`config.mk`:
```
export PLATFORM = sky130hd
export DESIGN_NAME = neuron_mac_seq
export DESIGN_NICKNAME = d
export VERILOG_FILES = /design/src/rtl/neuron_mac_seq.sv
export SDC_FILE = /design/constraint.sdc
export NUM_CORES = 1
export LEC_CHECK = 0
export BUFFER_PORTS_ARGS = -buffer_cell sky130_fd_sc_hd__buf_2
export CAP_MARGIN = 25
export CORE_MARGIN = 4
export CORE_UTILIZATION = 60
export CTS_BUF_LIST = sky130_fd_sc_hd__clkbuf_4
export CTS_CLUSTER_DIAMETER = 200
export CTS_CLUSTER_SIZE = 20
export DETAILED_ROUTE_END_ITERATION = 12
export HOLD_SLACK_MARGIN = 0.03
export PLACE_DENSITY = 0.91
export SLEW_MARGIN = 20
export SYNTH_ARGS = -nofsm -noshare
export SYNTH_HDL_FRONTEND = slang
export SYNTH_SLANG_ARGS = --single-unit
```
`constraint.sdc`:
```
create_clock -name clk -period 9.13 [get_ports clk]
set_input_delay 0.4565 -clock clk [delete_from_list [all_inputs] [get_ports clk]]
set_output_delay 0.4565 -clock clk [all_outputs]
set_load 0.02 [all_outputs]
```
`src/rtl/neuron_mac_seq.sv`:
```
// neuron_mac_seq
//   Fixed-point neuron with N_INPUTS inputs. One multiplier is reused across
//   N_INPUTS cycles in a multiply-accumulate loop. The accumulator saturates,
//   and the result goes through a selectable activation (linear, ReLU or
//   saturate-to-DATA_WIDTH). Weights reset to W_INIT and can be rewritten
//   while the neuron is idle.
//
// Ports
//   clk      : clock, rising edge
//   rst      : asynchronous active-low reset
//   En       : clock enable; low freezes every register
//   Run      : start request, sampled only in IDLE
//   X        : packed signed inputs, X[i] = X[i*DATA_WIDTH +: DATA_WIDTH]
//   act_mode : 00 linear, 01 ReLU, 10 saturate, 11 linear
//   w_we     : weight write strobe (IDLE only)
//   w_addr   : weight index; out-of-range indices are ignored
//   w_data   : signed weight value
//   Y        : signed result, held until the next result
//   Ready    : one-cycle pulse when Y updates
//   Busy     : high while a computation is in flight
//   Ovf      : accumulator saturated during the last computation
module neuron_mac_seq #(
   parameter int DATA_WIDTH = 8,
   parameter int FRAC_BITS  = 4,
   parameter int N_INPUTS   = 6,
   parameter int ACC_WIDTH  = DATA_WIDTH + 6,
   parameter logic [N_INPUTS*DATA_WIDTH-1:0] W_INIT =
      {8'd10, 8'd6, 8'd3, 8'd9, 8'hF6, 8'd5},
   parameter logic signed [ACC_WIDTH-1:0] BIAS = ACC_WIDTH'(-12),
   localparam int AW = (N_INPUTS > 1) ? $clog2(N_INPUTS) : 1
) (
   input  logic                             clk,
   input  logic                             rst,
   input  logic                             En,
   input  logic                             Run,
   input  logic [N_INPUTS*DATA_WIDTH-1:0]   X,
   input  logic [1:0]                       act_mode,
   input  logic                             w_we,
   input  logic [AW-1:0]                    w_addr,
   input  logic signed [DATA_WIDTH-1:0]     w_data,
   output logic signed [ACC_WIDTH-1:0]      Y,
   output logic                             Ready,
   output logic                             Busy,
   output logic                             Ovf
);

   localparam int DW = DATA_WIDTH;
   localparam int PW = 2 * DATA_WIDTH;
   // Sum width: wide enough for either operand plus one carry bit.
   localparam int SW = ((PW > ACC_WIDTH) ? PW : ACC_WIDTH) + 1;

   localparam logic signed [SW-1:0] SUM_MAX =
      {{(SW-ACC_WIDTH+1){1'b0}}, {(ACC_WIDTH-1){1'b1}}};
   localparam logic signed [SW-1:0] SUM_MIN =
      {{(SW-ACC_WIDTH+1){1'b1}}, {(ACC_WIDTH-1){1'b0}}};
   localparam logic signed [ACC_WIDTH-1:0] SAT_HI =
      {{(ACC_WIDTH-DW+1){1'b0}}, {(DW-1){1'b1}}};
   localparam logic signed [ACC_WIDTH-1:0] SAT_LO =
      {{(ACC_WIDTH-DW+1){1'b1}}, {(DW-1){1'b0}}};
   localparam logic [AW-1:0] LAST_IDX = AW'(N_INPUTS - 1);
   localparam logic [AW:0]   N_LIM    = (AW+1)'(N_INPUTS);

   typedef enum logic [2:0] {
      S_IDLE   = 3'd0,
      S_LOAD   = 3'd1,
      S_MAC    = 3'd2,
      S_ACT    = 3'd3,
      S_RESULT = 3'd4
   } state_t;

   state_t                        state_q;
   logic signed [DW-1:0]          w_q  [N_INPUTS];
   logic signed [DW-1:0]          xr_q [N_INPUTS];
   logic signed [DW-1:0]          x_vec [N_INPUTS];
   logic signed [ACC_WIDTH-1:0]   acc_q;
   logic [AW-1:0]                 idx_q;
   logic signed [ACC_WIDTH-1:0]   y_q;
   logic                          ready_q;
   logic                          ovf_q;

   genvar gi;
   generate
      for (gi = 0; gi < N_INPUTS; gi++) begin : g_unpack
         assign x_vec[gi] = X[gi*DW +: DW];
      end
   endgenerate

   // ---------------- MAC datapath ----------------
   logic signed [DW-1:0]        xr_sel, w_sel;
   logic signed [PW-1:0]        prod, prod_sh;
   logic signed [SW-1:0]        sum_w;
   logic signed [ACC_WIDTH-1:0] acc_d;
   logic                        clamp_d;

   assign xr_sel  = xr_q[idx_q];
   assign w_sel   = w_q[idx_q];
   assign prod    = $signed({{DW{xr_sel[DW-1]}}, xr_sel}) *
                    $signed({{DW{w_sel[DW-1]}}, w_sel});
   assign prod_sh = prod >>> FRAC_BITS;   // floor toward -inf
   assign sum_w   = $signed({{(SW-ACC_WIDTH){acc_q[ACC_WIDTH-1]}}, acc_q}) +
                    $signed({{(SW-PW){prod_sh[PW-1]}}, prod_sh});

   always_comb begin
      acc_d   = sum_w[ACC_WIDTH-1:0];
      clamp_d = 1'b0;
      if (sum_w > SUM_MAX) begin
         acc_d   = SUM_MAX[ACC_WIDTH-1:0];
         clamp_d = 1'b1;
      end else if (sum_w < SUM_MIN) begin
         acc_d   = SUM_MIN[ACC_WIDTH-1:0];
         clamp_d = 1'b1;
      end
   end

   // ---------------- Activation ----------------
   logic signed [ACC_WIDTH-1:0] act_d;

   always_comb begin
      act_d = acc_q;
      case (act_mode)
         2'b01: if (acc_q < 0) act_d = '0;
         2'b10: begin
            if (acc_q > SAT_HI)      act_d = SAT_HI;
            else if (acc_q < SAT_LO) act_d = SAT_LO;
         end
         default: act_d = acc_q;
      endcase
   end

   // ---------------- Weight store ----------------
   logic w_addr_ok;
   assign w_addr_ok = ({1'b0, w_addr} < N_LIM);

   always_ff @(posedge clk or negedge rst) begin
      if (!rst) begin
         for (int i = 0; i < N_INPUTS; i++) w_q[i] <= W_INIT[i*DW +: DW];
      end else if (En && (state_q == S_IDLE) && w_we && w_addr_ok) begin
         for (int i = 0; i < N_INPUTS; i++)
            if (w_addr == AW'(i)) w_q[i] <= w_data;
      end
   end

   // ---------------- Control FSM ----------------
   always_ff @(posedge clk or negedge rst) begin
      if (!rst) begin
         state_q <= S_IDLE;
         acc_q   <= '0;
         idx_q   <= '0;
         y_q     <= '0;
         ready_q <= 1'b0;
         ovf_q   <= 1'b0;
         for (int i = 0; i < N_INPUTS; i++) xr_q[i] <= '0;
      end else if (En) begin
         ready_q <= 1'b0;
         case (state_q)
            S_IDLE: if (Run) state_q <= S_LOAD;
            S_LOAD: begin
               for (int i = 0; i < N_INPUTS; i++) xr_q[i] <= x_vec[i];
               acc_q   <= BIAS;
               idx_q   <= '0;
               ovf_q   <= 1'b0;
               state_q <= S_MAC;
            end
            S_MAC: begin
               acc_q <= acc_d;
               if (clamp_d) ovf_q <= 1'b1;
               if (idx_q == LAST_IDX) begin
                  idx_q   <= '0;
                  state_q <= S_ACT;
               end else begin
                  idx_q <= idx_q + 1'b1;
               end
            end
            // Result is registered here so Y and Ready are both valid
            // during the RESULT cycle.
            S_ACT: begin
               y_q     <= act_d;
               ready_q <= 1'b1;
               state_q <= S_RESULT;
            end
            S_RESULT: state_q <= S_IDLE;
            default:  state_q <= S_IDLE;
         endcase
      end
   end

   assign Y     = y_q;
   assign Ready = ready_q;
   assign Busy  = (state_q != S_IDLE);
   assign Ovf   = ovf_q;

endmodule

```
## Word-level counts from Yosys, hierarchy flattened

Index checks and enable logic that the tools add are counted.

| cells by class | value |
|---|---|
| $add $sub $neg | 2 |
| $mul | 1 |
| magnitude comparators | 7 |
| eq/ne operators | 14 |
| multiplexer cells | 23 |
| bitwise gates (word level) | 1 |
| reduce and logical (&&, ||, !) cells | 18 |

Operators with widths:

| kind | number |
|---|---|
| 14-bit two-way mux | 5 |
| 14-bit case mux with 2 select lines | 2 |
| 8-bit binary-select mux with 3-bit select | 2 |
| 8-bit two-way mux | 4 |
| 2-bit AND reduction | 9 |
| 8-bit by 8-bit multiplier with 16-bit output | 1 |
| 14-bit by 12-bit adder with 15-bit output | 1 |
| 15-bit by 14-bit > comparator with 1-bit output (second input constant) | 1 |
| 15-bit by 14-bit less-than comparator with 1-bit output (second input constant) | 1 |
| 14-bit by 8-bit > comparator with 1-bit output (second input constant) | 1 |
| 14-bit by 1-bit less-than comparator with 1-bit output (second input constant) | 1 |
| 14-bit by 8-bit less-than comparator with 1-bit output (second input constant) | 1 |
| 3-bit by 2-bit equality test with 1-bit output (second input constant) | 4 |
| 3-bit case mux with 4 select lines | 1 |
| 3-bit equality test (second input constant) | 3 |
| 3-bit two-way mux | 3 |
| 3-bit by 1-bit equality test with 1-bit output (second input constant) | 2 |
| 3-bit zero test | 2 |
| 2-bit inequality test (second input constant) | 3 |
| 3-bit case mux with 2 select lines | 1 |
| 3-bit AND reduction | 2 |
| 4-bit >= comparator (second input constant) | 1 |
| 1-bit two-way mux | 4 |
| 3-bit NOT with 4-bit output | 1 |
| 8 further kinds | 10 |

| word-level totals | value |
|---|---|
| flip-flop bits (word level) | 132 |
| output and inout port bits | 17 |
| word-level logic and storage cells | 84 |

## Logic depth before layout (Yosys ltp)

| depth | value |
|---|---|
| depth after elaboration | 11 |
| gate-level depth with buffers | 31 |
| gate-level depth less buffers | 26 |

## Least setup slack after synthesis

Ideal clock, no wire load.

| timing | value |
|---|---|
| path type | register to register |
| start point | register idx_q[0] |
| end point | register ovf_q (netlist: Ovf) |
| arrival time | 6.914 ns |
| setup slack | 2.081 ns |
| stages on the path, launching flop included | 31 |
| buffers on the path | 4 |
| path through | dfrtp_1 > buf_4 > buf_6 > buf_6 > mux2i_1 > nor2_1 > a21oi_1 > or2_2 > inv_1 > fa_1 > inv_1 > fa_1 > inv_1 > fa_1 > inv_1 > fa_1 > inv_1 > ha_1 > and2_1 > a22o_1 > a311oi_1 > a21oi_1 > xnor2_1 > ha_1 > o21ai_0 > o221ai_1 > a31oi_4 > xnor2_4 > buf_6 > xnor2_1 > o22ai_2 |

| on the way | value |
|---|---|
| word-level cells in the longest chain between the ends | 11 |
| elaborated cells between the ends (all ways) | 15 |
| classes of those cells | add/sub (1); mul (1); order compare (2); eq/ne (1); mux (8); bitwise (1); reduce/logical (1) |

RTL lines:

| element | line | source |
|---|---|---|
| from (decl) | 76 | `logic [AW-1:0] idx_q;` |
| from (signal assigned) | 171 | `idx_q <= idx_q + 1'b1;` |
| 3-bit NOT with 4-bit output (not written as such) * | 95, 96 |  |
| 8-bit binary-select mux with 3-bit select (on tied branches) | 95, 96 |  |
| 8-bit two-way mux (on tied branches) (2 in series) | 95, 96 |  |
| 8-bit by 8-bit multiplier with 16-bit output * | 97 | `assign prod = $signed({{DW{xr_sel[DW-1]}}, xr_sel}) *` |
| 14-bit by 12-bit adder with 15-bit output * | 100 | `assign sum_w = $signed({{(SW-ACC_WIDTH){acc_q[ACC_WIDTH-1]}}, acc_q}) +` |
| 15-bit by 14-bit less-than comparator with 1-bit output | 109 | `end else if (sum_w < SUM_MIN) begin` |
| 1-bit two-way mux | 109 |  |
| 1-bit two-way mux * | 106 | `if (sum_w > SUM_MAX) begin` |
| 2-bit inequality test (no line) * | -- |  |
| 3-bit AND reduction (no line) * | -- |  |
| to (signal assigned) | 151 | `ovf_q <= 1'b0;` |
| to (signal assigned) | 161 | `ovf_q <= 1'b0;` |
| to (signal assigned) | 166 | `if (clamp_d) ovf_q <= 1'b1;` |
| to (decl) | 79 | `logic ovf_q;` |

Mark *: on every way between the ends. The rest lies on a longest branch, timed or not. The select of a mux whose other input is x is not followed.
A chain may end at the register's enable or synchronous reset.

## Worst setup path in the final report

| timing | value |
|---|---|
| start point | register idx_q[1] |
| end point | register acc_q[8] |

| on the way | value |
|---|---|
| word-level cells in the longest chain between the ends | 10 |
| elaborated cells between the ends (all ways) | 14 |
| classes of those cells | add/sub (1); mul (1); order compare (2); mux (9); bitwise (1) |

RTL lines:

| element | line | source |
|---|---|---|
| 3-bit NOT with 4-bit output (not written as such) * | 95, 96 |  |
| 8-bit binary-select mux with 3-bit select (on tied branches) | 95, 96 |  |
| 8-bit two-way mux (on tied branches) (2 in series) | 95, 96 |  |
| 8-bit by 8-bit multiplier with 16-bit output * | 97 |  |
| 14-bit by 12-bit adder with 15-bit output * | 100 |  |
| 15-bit by 14-bit less-than comparator with 1-bit output | 109 |  |
| 14-bit two-way mux | 109 |  |
| 14-bit two-way mux * | 106 |  |
| 14-bit case mux with 2 select lines * | 155 | `case (state_q)` |
| to (signal assigned) | 147 | `acc_q <= '0;` |
| to (signal assigned) | 159 | `acc_q <= BIAS;` |
| to (signal assigned) | 165 | `acc_q <= acc_d;` |
| to (decl) | 75 | `logic signed [ACC_WIDTH-1:0] acc_q;` |

Marked as above.

==> flow_metrics.tcl <==
set metrics [dict create \
    status "complete, no violations" \
    final_common_cell "dfrtp_1" \
    rsz0062_at_grt "false" \
    fin_skew_ps 29.0 \
    syn_inst 852 \
    grtUsageMet1_pct 30.7 \
    setup_viol 0 \
    routed_via_density 5.93 \
    cts-root-buf "clkbuf_4" \
    gr-usage-met2_pct 41.2 \
    layout_common_cells "dfrtp_1 (115), inv_1 (103), mux2_2 (97)" \
    die_w_um 132 \
    fill_cells 1104 \
    hold_viol_final 0 \
    wl_per_cell_um 17.9 \
    dieArea_um2 17500 \
    min-delay-start "X[39]" \
    syn_area_um2 9290 \
    rows 45 \
    drt_iter0_drc 607 \
    post-cts-setup-buffer-count 0 \
    period_minus_slack_ps 8310 \
    tritoncts "yes" \
    clk_latency_ps 570 \
    r2r_cells 26 \
    finalCritPeriodShare_pct 91.0 \
    grt_overflow 0 \
    crit_path_max_fanout 17 \
    drc_errors 0 \
    start_util_pct 61.1 \
    cts_inserted_buffers 17 \
    synth.distinct_cells 67 \
    dpl.hpwl_um 15300 \
    grt_pass1_vias 6993 \
    grt_max_degree 69 \
    grt.busiest_layer "met2" \
    worstMarginPinSlew_ps 840 \
    grt_util_met3_pct 5.34 \
    nets 1100 \
    syn_avg_cell_area_um2 10.9 \
    ys_seq_elements 132 \
    clkTransAtPathRegs_ps 120 \
    place_congestion 0.896 \
    max_cap_viol_count 0 \
    worst_ep_required_time_ps 9600 \
    async_flop_share_pct 100 \
    rr_startpoint "idx_q[1]$_DFFE_PN0P_" \
    ant_nets 0 \
    pin_count 83 \
    start_kind "flip-flop" \
    path_class "reg2reg" \
    core_area_um2 15200 \
    hold_path_class "in2reg" \
    fin_tns_setup_ps 0 \
    synthFlopType "dfrtp_1" \
    synth_edf_count 0 \
    grt_usage_pct 24.1 \
    die_h_um 132 \
    drive_gt1_share_pct 29.8 \
    max_freq_ghz 0.120 \
    dr.pass1.iters 5 \
    ys_warn_count 0 \
    grt_pass1_wl_um 34300 \
    slew_headroom_pct 44.0 \
    syn_to_final_growth_pct 8.64 \
    syn_nets 1018 \
    clock-sinks 132 \
    wl_um 20300 \
    htreeDepth 4 \
    io_buffers 82 \
    holdPathStages 2 \
    vias 6733 \
    clockBufferDepth 2 \
    worstSetupEndpointType "flip-flop" \
    grt_antenna_before_repair 0 \
    rrSetupSlack_ps 820 \
    critical_path_arrival_ps 8780 \
    final_max_slew_viol_count 0 \
    whs_ps 120 \
    min_to "xr_q[15]$_DFFE_PN0P_" \
    yosysSeqAreaShare_pct 35.8 \
    r2r-end "acc_q[8]$_DFFE_PN0P_" \
]
-- Yosys cell counts, types with 3 or more instances --
cell	instances	share of area, %
a21o_1	9	0.73
a21oi_1	37	2.0
a21oi_2	10	0.94
a22oi_1	7	0.57
buf_2	11	0.59
buf_6	3	0.36
clkbuf_1	10	0.40
dfrtp_1	116	31
dfstp_2	16	4.5
fa_1	55	12
ha_1	45	6.1
inv_1	103	4.2
mux2_2	97	12
mux2i_1	17	1.8
mux4_2	16	3.9
nand2_1	27	1.1
nand2b_1	13	0.88
nand3_1	12	0.65
nand4_1	3	0.20
nor2_1	80	3.2
nor2b_1	10	0.67
nor3_1	15	0.81
o21a_1	4	0.32
o21ai_0	42	2.3
o21ai_1	7	0.38
o21ai_2	3	0.28
o32ai_1	3	0.28
or2_2	7	0.47
xnor2_1	22	2.1
xor2_1	5	0.47
-- worst max path at each step --
stage / slack (ps) / from / end / cells after the start
after floorplan: 2080 / idx_q[0]$_DFFE_PN0P_ / Ovf$_DFFE_PN0P_ / 30
after global placement: 1140 / idx_q[1]$_DFFE_PN0P_ / Ovf$_DFFE_PN0P_ / 26
after detailed placement: 870 / idx_q[1]$_DFFE_PN0P_ / acc_q[2]$_DFFE_PN0P_ / 26
after CTS: 820 / idx_q[1]$_DFFE_PN0P_ / acc_q[8]$_DFFE_PN0P_ / 26
after global routing: 260 / idx_q[1]$_DFFE_PN0P_ / acc_q[8]$_DFFE_PN0P_ / 26
final: 820 / idx_q[1]$_DFFE_PN0P_ / acc_q[8]$_DFFE_PN0P_ / 26
-- repair_timing --
| action | in CTS | in global routing |
|---|---|---|
| hold buffers | 1 | 0 |
| gates resized for setup | 0 | 0 |
| endpoints found under the hold margin | 64 | 0 |
-- layer usage --
layer / vias to the layer above / share of wire [%]
met2: 226 / 51
li1: 3104 / -
met5: - / 0
met1: 3336 / 41
met3: 67 / 5.3
met4: 0 / 3.0
-- logic make-up (layout without fill, tap and decap cells) --
| family | after synthesis | in the layout | share of synthesized area (%) |
|---|---|---|---|
| AO/OA/AOI/OAI | 149 | 149 | 10.9 |
| flip-flops | 132 | 132 | 35.8 |
| XOR/XNOR | 28 | 28 | 2.84 |
| adder cells (fa/ha/maj) | 102 | 102 | 18.2 |
| multiplexers | 130 | 130 | 17.5 |
| AND/OR/NAND/NOR | 181 | 181 | 9.12 |
| buffers and inverters | 130 | 225 | 5.69 |
| other | 0 | 1 | 0 |
-- final cells by class --
cell class / count / area [um2] / share of cell area [%]
multi-input cells: 590 / 5440 / 53.9
flip-flops and latches: 132 / 3320 / 33.0
repair buffers: 89 / 468 / 4.64
inverters: 104 / 390 / 3.87
well taps: 188 / 235 / 2.33
clock buffers: 22 / 165 / 1.64
clock inverters: 10 / 62.6 / 0.620
diodes: 1 / 2.50 / 0.0248
-- sequential cells by signal, indices dropped and copies added (netlist names) --
signal and cells:
state_q 3, acc_q 14, Y 14, w_q 48, Ovf 1, Ready 1, xr_q 48, idx_q 3
-- through the flow --
stage / utilization [%] / instance area, um2 / std cells / setup slack [ps]
final: 66.4 / 10100 / 1136 / 825
after global routing: 66.3 / 10100 / 1135 / 260
after CTS: 66.3 / 10100 / 1135 / 822
after detailed placement: 64.8 / 9850 / 1102 / 866
after global placement: 64.8 / 9850 / 1102 / 1140
after floorplan: - / 9290 / 852 / 2080
-- worst max-delay path: stages (launching register included) --
cell	delay, ps
dfrtp_1	670
nand2b_1	640
nor2_1	120
a21oi_1	570
or2_2	300
inv_1	70
fa_1	590
inv_1	160
fa_1	550
inv_1	50
fa_1	520
inv_1	50
fa_1	530
inv_1	40
ha_1	330
and2_1	190
a22o_1	190
a311oi_1	410
a21oi_1	140
xnor2_1	360
ha_1	360
o21ai_0	120
o221ai_1	280
a31oi_4	90
xnor2_4	450
o21ai_0	190
o21ai_1	220
Power is left out: the tool's default activity adds up to more than one toggle a clock period on the data nets, which glitch-free logic cannot reach.
